`src/rtl/fifo_push_arbiter.sv`:
```
// Round-robin burst arbiter feeding N_REQ requesters into one shared FIFO.
// Optional feature: define ARB_PUSH_COUNT_EN to enable the 16-bit push_count register.
module fifo_push_arbiter #(
  parameter int N_REQ     = 4,
  parameter int N_BITS    = 8,
  parameter int BURST_LEN = 4
) (
  input  logic                      clk,
  input  logic                      rst,
  input  logic [N_REQ-1:0]          req,
  input  logic [N_REQ*N_BITS-1:0]   data_in,
  output logic [N_REQ-1:0]          grant,
  input  logic                      fifo_full,
  output logic                      fifo_push,
  output logic [N_BITS-1:0]         fifo_data,
  output logic [15:0]               push_count
);

  localparam int PTR_W = (N_REQ > 1) ? $clog2(N_REQ) : 1;

  typedef enum logic {
    IDLE = 1'b0,
    OWN  = 1'b1
  } state_t;

  state_t             state_q, state_d;
  logic [N_REQ-1:0]   grant_q, grant_d;
  logic [PTR_W-1:0]   rr_ptr_q, rr_ptr_d;
  logic [PTR_W-1:0]   owner_q, owner_d;
  logic [7:0]         beat_q, beat_d;
  logic               accept_s;
  logic               pick_vld_s;
  logic [PTR_W-1:0]   pick_s;
  logic [PTR_W-1:0]   owner_next_s;
  logic [N_BITS-1:0]  fifo_data_s;

  assign accept_s     = (|(grant_q & req)) & ~fifo_full;
  assign owner_next_s = (owner_q == PTR_W'(N_REQ - 1)) ? '0 : owner_q + PTR_W'(1);

  // Circular priority scan starting at rr_ptr; scanning downward lets the nearest hit win.
  always_comb begin
    pick_s     = rr_ptr_q;
    pick_vld_s = 1'b0;
    for (int k = N_REQ - 1; k >= 0; k--) begin
      automatic logic [PTR_W-1:0] idx = PTR_W'((int'(rr_ptr_q) + k) % N_REQ);
      if (req[idx]) begin
        pick_s     = idx;
        pick_vld_s = 1'b1;
      end else begin
        pick_s     = pick_s;
      end
    end
  end

  // Grant is one-hot or zero, so an AND-OR mux gives zero data when idle.
  always_comb begin
    fifo_data_s = '0;
    for (int i = 0; i < N_REQ; i++) begin
      fifo_data_s = fifo_data_s | (data_in[i*N_BITS +: N_BITS] & {N_BITS{grant_q[i]}});
    end
  end

  // Next-state logic: the release path always returns through IDLE, giving the one-cycle bubble.
  always_comb begin
    state_d  = state_q;
    grant_d  = grant_q;
    rr_ptr_d = rr_ptr_q;
    owner_d  = owner_q;
    beat_d   = beat_q;
    case (state_q)
      IDLE: begin
        if (pick_vld_s) begin
          state_d = OWN;
          grant_d = {{(N_REQ-1){1'b0}}, 1'b1} << pick_s;
          owner_d = pick_s;
          beat_d  = 8'd0;
        end else begin
          grant_d = '0;
        end
      end
      OWN: begin
        if (!req[owner_q] || (accept_s && (beat_q == 8'(BURST_LEN - 1)))) begin
          state_d  = IDLE;
          grant_d  = '0;
          rr_ptr_d = owner_next_s;
          beat_d   = 8'd0;
        end else if (accept_s) begin
          beat_d = beat_q + 8'd1;
        end else begin
          beat_d = beat_q;
        end
      end
      default: begin
        state_d = IDLE;
        grant_d = '0;
        beat_d  = 8'd0;
      end
    endcase
  end

  // State registers with synchronous reset.
  always_ff @(posedge clk) begin
    if (rst) begin
      state_q  <= IDLE;
      grant_q  <= '0;
      rr_ptr_q <= '0;
      owner_q  <= '0;
      beat_q   <= 8'd0;
    end else begin
      state_q  <= state_d;
      grant_q  <= grant_d;
      rr_ptr_q <= rr_ptr_d;
      owner_q  <= owner_d;
      beat_q   <= beat_d;
    end
  end

  assign grant     = grant_q;
  assign fifo_push = accept_s;
  assign fifo_data = fifo_data_s;

`ifdef ARB_PUSH_COUNT_EN
  logic [15:0] push_count_q;

  // Free-running accept counter; wraps naturally at 16 bits.
  always_ff @(posedge clk) begin
    if (rst) begin
      push_count_q <= 16'd0;
    end else if (accept_s) begin
      push_count_q <= push_count_q + 16'd1;
    end else begin
      push_count_q <= push_count_q;
    end
  end

  assign push_count = push_count_q;
`else
  assign push_count = 16'd0;
`endif

endmodule
```
`config.mk`:
```
export PLATFORM = sky130hd
export DESIGN_NAME = fifo_push_arbiter
export DESIGN_NICKNAME = d
export VERILOG_FILES = /design/src/rtl/fifo_push_arbiter.sv
export SDC_FILE = /design/constraint.sdc
export NUM_CORES = 1
export LEC_CHECK = 0
export BUFFER_PORTS_ARGS = -buffer_cell sky130_fd_sc_hd__buf_2
export CAP_MARGIN = 20
export CORE_MARGIN = 2
export CORE_UTILIZATION = 35
export CTS_CLUSTER_DIAMETER = 150
export CTS_CLUSTER_SIZE = 25
export DETAILED_ROUTE_END_ITERATION = 16
export PLACE_DENSITY_LB_ADDON = 0.05
export SLEW_MARGIN = 0
export SYNTH_ARGS = -nofsm -noshare
export SYNTH_HDL_FRONTEND = slang
export SYNTH_SLANG_ARGS = --single-unit
export TNS_END_PERCENT = 5
```
`constraint.sdc`:
```
create_clock -name clk -period 4.7 [get_ports clk]
set_input_delay 0.235 -clock clk [delete_from_list [all_inputs] [get_ports clk]]
set_output_delay 0.235 -clock clk [all_outputs]
set_load 0.1 [all_outputs]
```
==> qor.csv, run 1 <==
stage;metric;value;unit
synth;Post-synth top cells;a22oi_1 (18), nand2_1 (18), dfxtp_1 (17), buf_4 (16), nor2_1 (12);
critical_path;crit-path cells;ha_1, or4b_1, a2111oi_4, o21ai_2, or3_1, a21oi_1;
clocking;Resized cells post-CTS;0;
layout;Multi-input gate area;764.5;µm²
place;Area after DPL;0.001440;mm²
layout;Storage cell area;340.3;µm²
critical_path;WP buf/inv;0;
clocking;H-tree levels;1;
critical_path;Worst EP required;4.92;ns
clocking;Clk pin slew, worst setup/hold paths;0.10;ns
power;Peak VDD IR;0.1481;mV
synth;register area share after synthesis;28.01;%
timing;worst hold margin;0.2197;ns
timing;Final Critical Period;2.145;ns
min_path;Hold WC Path Type;primary input to register;
synth;Main synth FF type;dfxtp_1;
critical_path;Levels on crit path;6;
grt;GRT overflow;0;
layout;filler cell count;336;
synth;Synth cell types;36;
floorplan;num ports;68;
routing;# DRC;0;
synth;FFs w/ async S/R, synth;0;%
run_status;status;finished, final reports clean;
place;number of port buffers;51;
layout;# diodes;0;
clocking;CTS tree;built;
timing;setup violators final;0;
floorplan;row count;21;
layout;share of cells above drive strength 1;31.00;%
layout;Final nets;242;
job;max-cap violation count;0;
synth;register bit count reported by yosys;17;
place;gp weighted congestion;0.8047;
timing;clk_skew;0.008507;ns
critical_path;CP delay by family, top;simple AND/OR/NAND/NOR gates;
floorplan;initial core utilization;36.41;%
synth;Mean Syn Cell Area;8.046;µm²
floorplan;die height;62.92;µm
min_path;WHS Path Cells;2;
grt;antenna violations before repair;0;
routing;post-DR vias/cell;4.894;
critical_path;CP Max Fanout;4;
place;Detail Placement HPWL;2430;µm
layout;fin area;0.001466;mm²
timing;Final Cycle Share;45.63;%
routing;initial drt markers;32;
timing;fmax;0.4663;GHz
clocking;clk buf depth;2;
synth;Syn Inst Count;151;
clocking;postcts setup bufs;0;
critical_path;cells on worst reg2reg path;6;
routing;post-DR wirelength/cell;12.34;µm
clocking;CTS Sinks;17;
min_path;critical hold path startpoint;rst;
critical_path;critical path's slowest cell;or4b_1;
clocking;worst skew pair latency;0.29;ns
clocking;hold_buf cts;0;
timing;Final TNS setup;0;ns
routing;Total Wirelength;3036;µm
layout;Layout Area Growth over Synthesis;20.70;%
floorplan;Die X;62.92;µm
floorplan;die area;0.003958;mm²
critical_path;slowest stage delay, CP;0.50;ns
power;leakage;0.6773;nW
critical_path;CP startpoint;beat_q[0]$_SDFFE_PP0P_;
synth;YS warnings;0;
timing;RSZ-0062 raised after global routing;no;
synth;cell area after synthesis;0.001215;mm²
routing;Antenna Nets Post-Route;0;
synth;post-synth top area cell;dfxtp_1;
critical_path;R2R Path Start;beat_q[0]$_SDFFE_PP0P_;
timing;Final Max Tran Viols;0;
timing;Hold Vio Cnt, Final;0;
timing;worst slew pin tran;0.6710;ns
grt;Total GRT Usage;15.55;%
grt;first-pass GRT wire length;4995;µm
clocking;Clock Tree Root;clkbuf_4;
routing;vias;1204;
synth;area share of the largest cell type after synthesis;28.01;%
critical_path;CP startpoint kind;register;
grt;vias in the first global route;1099;
grt;largest net degree at the start of global routing;12;
critical_path;critical path type;register to register;
timing;Slew headroom;55.27;%
floorplan;core area;0.003337;mm²
critical_path;R2R Setup Slk;2.56;ns
routing;drt pass-1 iters;4;
synth;number of synthesized flops with an enable pin;0;
critical_path;Critical Path AT;2.37;ns
power;Pwr Density;338.4;mW/mm²
critical_path;Crit. End Element;register;
synth;largest cells by area after synthesis;dfxtp_1 (28%), a22oi_1 (11%), buf_4 (9.9%);
clocking;number of buffers created by CTS;3;
## registers in the layout, indices dropped and copies added, names as in the netlist
| name | cells |
|---|---|
| beat_q | 8 |
| grant | 4 |
| owner_q | 2 |
| rr_ptr_q | 2 |
| state_q | 1 |
## metal layers
layer / vias up / wire length, µm / track usage (%) / part of all wire, %
li1: 621 / - / - / -
met1: 528 / 1314 / 18.02 / 43
met2: 53 / 1439 / 27.39 / 47
met3: 2 / 263 / 4.324 / 8.7
met4: 0 / 18 / 5.000 / 0.59
met5: - / 0 / 0 / 0
## layout make-up
| class | count | share of cell area (%) |
|---|---|---|
| Sequential cell | 17 | 23.21 |
| Multi-Input combinational cell | 122 | 52.13 |
| Timing Repair Buffer | 51 | 17.41 |
| Inverter | 6 | 1.536 |
| Clock buffer | 4 | 1.792 |
| Tap cell | 46 | 3.925 |
## cell families (layout without fill, tap and decap cells)
kind of cell | count (synthesis) | count (layout) | synth area share [%]
multiplexers | 4 | 4 | 4.325
other | 1 | 16 | 0.3087
AND/OR/NAND/NOR | 50 | 50 | 21.42
AO/OA/AOI/OAI | 47 | 47 | 28.01
XOR/XNOR | 3 | 3 | 2.163
adder cells (fa/ha/maj) | 2 | 2 | 2.059
buffers and inverters | 27 | 61 | 13.70
flip-flops | 17 | 17 | 28.01
## through the flow
stage               power (mW)  util (%)  cells  worst slack (ns)
floorplan               0.3880         -    166             1.537
global placement        0.4204     43.16    242             2.625
detailed placement      0.4217     43.16    242             2.591
CTS                     0.5004     43.94    246             2.550
global route            0.5214     43.94    246             2.427
finish                  0.4962     43.94    246             2.555
## cell usage in the layout, fill, tap and decap left out, types with 2 or more instances in the layout
master	Yosys	layout
buf_2	4	51
a22oi_1	18	18
nand2_1	18	18
dfxtp_1	17	17
conb_1	1	16
nor2_1	12	12
a21oi_1	9	9
o21ai_0	8	8
inv_1	6	6
o31ai_1	4	4
or3_1	3	3
nand2b_1	3	3
xor2_1	3	3
nor2b_1	3	3
mux2i_1	3	3
clkbuf_4	0	3
nand3b_1	2	2
or4_1	2	2
ha_1	2	2
## path summary, 6_finish.rpt
kind	endpoint
max	rr_ptr_q[0]$_SDFFE_PP0P_
min reg2reg	beat_q[7]$_SDFFE_PP0P_
max reg2reg	rr_ptr_q[0]$_SDFFE_PP0P_
min	rr_ptr_q[0]$_SDFFE_PP0P_
## where the power goes
part / internal, mW / switching, mW / total (mW)
combinational: 0.0481 / 0.203 / 0.251
clock: 0.0329 / 0.0457 / 0.0787
sequential: 0.152 / 0.0148 / 0.167
total: 0.233 / 0.263 / 0.496
Power figures use the tool's default switching activity.
==> inputs of run 2 (changes only) <==
- ABC_AREA: default -> 1
- clock period: 4.7 -> 2.2 ns (I/O delays scaled with it)
==> run 2 against run 1 <==
Global-route usage is 0.13 points higher. Maximum frequency is 17% higher. Synthesized cell count rose by 74%. Area after synthesis is 28% higher. Cell count is 48% higher. Sequential power grew to 3.2 times the previous value. Cell area grew 23%. Sequential share of layout area decreased by 4.1 points. Core utilization fell by 2.1 points. Largest power group unchanged. Critical endpoint is now beat_q[4]$_SDFFE_PP0P_. Largest cell class unchanged. Total power rose to 5.6 times the previous value.
==> qor.csv, run 2 <==
stage;metric;value;unit;change
run_status;status;finished, final reports clean;;
layout;max reg flops;8;;unchanged
clocking;CTS tree;built;;
power;Pwr Density;1535;mW/mm²;+350%
routing;Total Wirelength;3813;µm;+26%
synth;Mean Syn Cell Area;5.909;µm²;-27%
layout;share of cells above drive strength 1;25.72;%;-5.3 points
clocking;number of buffers created by CTS;3;;unchanged
timing;PnR worst setup slack;0.3711;ns;-2.184 ns
timing;Hold Vio Cnt, Final;0;;unchanged
timing;Final Max Tran Viols;0;;unchanged
synth;post-synth top area cell;nand2_1;;
power;Peak VDD IR;0.5251;mV;+250%
critical_path;Critical Path AT;2.02;ns;-0.35 ns
layout;Multi-input gate area;997.2;µm²;+30%
grt;Total GRT Usage;15.68;%;+0.13 points
synth;count leader, synth;nand2_1;;
critical_path;CP Max Fanout;12;;+8
grt;largest net degree at the start of global routing;13;;+1
synth;cell area after synthesis;0.001554;mm²;+28%
layout;Storage cell area;345.3;µm²;+1.5%
synth;register bit count reported by yosys;17;;unchanged
layout;Final nets;353;;+46%
critical_path;CP startpoint kind;register;;
timing;RSZ-0062 raised after global routing;no;;
floorplan;die area;0.004989;mm²;+26%
clocking;H-tree levels;1;;unchanged
grt;met3 Use GR;3.134;%;-1.2 points
power;leakage;0.9356;nW;+38%
timing;worst hold margin;0.2141;ns;-0.005574 ns
clocking;Clock Tree Root;clkbuf_8;;
clocking;Clk pin slew, worst setup/hold paths;0.07;ns;-0.03 ns
clocking;worst skew pair latency;0.26;ns;-0.03 ns
timing;clk_skew;0.005145;ns;-0.003362 ns
clocking;postcts setup bufs;0;;unchanged
synth;number of synthesized flops with an enable pin;0;;unchanged
grt;vias in the first global route;1473;;+34%
grt;antenna violations before repair;0;;unchanged
floorplan;core area;0.004324;mm²;+30%
layout;filler cell count;487;;+45%
synth;largest cells by area after synthesis;nand2_1 (26%), dfxtp_1 (22%), buf_4 (7.7%);;
layout;most frequent cells in the layout;nand2_1 (106), buf_2 (51), inv_1 (22), conb_1 (16);;
routing;Antenna Nets Post-Route;0;;unchanged
synth;Synth cell types;25;;-31%
layout;Largest Register;beat_q;;
grt;met2 usage;26.00;%;-1.4 points
layout;most common cell after layout, fill and taps aside;nand2_1;;
power;overall power;2.780;mW;+460%
routing;post-DR vias/cell;4.592;;-6.2%
timing;Final Critical Period;1.829;ns;-0.3158 ns
floorplan;initial core utilization;35.94;%;-0.47 points
critical_path;critical path type;register to register;;
grt;grt peak-use layer;met2;;
job;max-cap violation count;0;;unchanged
timing;fmax;0.5468;GHz;+17%
synth;Main synth FF type;dfxtp_1;;
routing;post-DR wirelength/cell;10.50;µm;-15%
clocking;Resized cells post-CTS;0;;unchanged
grt;first-pass GRT wire length;6520;µm;+31%
grt;GRT overflow;0;;unchanged
routing;drt pass-1 iters;4;;unchanged
timing;setup violators final;0;;unchanged
clocking;CTS Sinks;17;;unchanged
routing;# DRC;0;;unchanged
place;Detail Placement HPWL;3057;µm;+26%
timing;Final Cycle Share;83.13;%;+37 points
place;Placement Setup Slack;0.4049;ns;-2.186 ns
critical_path;Crit. End Element;register;;
layout;# diodes;0;;unchanged
synth;area share of the largest cell type after synthesis;25.60;%;-2.4 points
timing;Final TNS setup;0;ns;unchanged
synth;YS warnings;0;;unchanged
synth;register area share after synthesis;21.90;%;-6.1 points
synth;Syn Inst Count;263;;+74%
synth;Post-synth top cells;nand2_1 (106), inv_1 (22), dfxtp_1 (17), buf_4 (16);;
floorplan;num ports;68;;unchanged
floorplan;Die X;70.64;µm;+12%
place;number of port buffers;51;;unchanged
place;gp weighted congestion;0.7828;;-2.7%
min_path;Hold WC Path Type;primary input to register;;
synth;FFs w/ async S/R, synth;0;%;unchanged
grt;met1 Use GR;20.99;%;+3.0 points
floorplan;row count;24;;+14%
clocking;hold_buf cts;0;;unchanged
critical_path;Worst EP required;2.39;ns;-2.53 ns
clocking;clk buf depth;2;;unchanged
layout;Layout Area Growth over Synthesis;16.51;%;
routing;vias;1667;;+38%
routing;initial drt markers;44;;+38%
floorplan;die height;70.64;µm;+12%
==> run 2: critical path: stages (launching register included) <==
cell and delay (ns):
dfxtp_1 0.56, inv_2 0.16, nand2_1 0.12, nand2_2 0.06
nand2_2 0.09, nand2_2 0.08, nor2_4 0.16, nand2_4 0.08
o21ai_4 0.25, nand2_1 0.08, a21oi_1 0.13
==> run 2: metal layers <==
metal	up-vias	share of wire, %	wire length (µm)
met1	701	48	1844
met5	-	0	0
met3	4	8.9	339
met2	64	42	1599
met4	0	0.79	30
li1	898	-	-
==> run 2: cell families after synthesis <==
kind of cell	synth area share, %
buf+inv	17.55
flops	21.90
fa+ha+maj	1.610
xor+xnor	2.255
simple gates	46.46
other cells	0.2413
compound gates	9.985
==> run 2: report_power, final <==
group	switching (mW)	internal [mW]	leakage (nW)	total [mW]
clock	0.117	0.126	0.0255	0.242
combinational	1.59	0.410	0.770	2.00
sequential	0.143	0.391	0.140	0.535
total	1.85	0.927	0.936	2.78
==> run 2: cell type report <==
class | count | share of cell area, %
multi-input combinational | 213 | 55.08
timing repair buffer | 52 | 14.51
sequential | 17 | 19.07
tap | 52 | 3.594
inverter | 25 | 5.183
clock buffer | 3 | 2.281
clock inverter | 1 | 0.2764
==> run 2: path summary, 6_finish.rpt <==
kind	slack, ns	cells past startpoint	to	start
worst max-delay path	0.37	10	beat_q[4]$_SDFFE_PP0P_	rr_ptr_q[0]$_SDFFE_PP0P_
worst min-delay path	0.21	2	beat_q[5]$_SDFFE_PP0P_	rst
worst max register to register	0.37	10	beat_q[4]$_SDFFE_PP0P_	rr_ptr_q[0]$_SDFFE_PP0P_
worst min register to register	0.48	2	beat_q[7]$_SDFFE_PP0P_	beat_q[7]$_SDFFE_PP0P_
==> run 2: stage by stage <==
stage	instances	area, µm²	utilization, %
global placement	359	1764	40.80
CTS	363	1810	41.87
floorplan	278	1615	-
detailed placement	359	1764	40.80
global route	363	1810	41.87
finish	363	1810	41.87
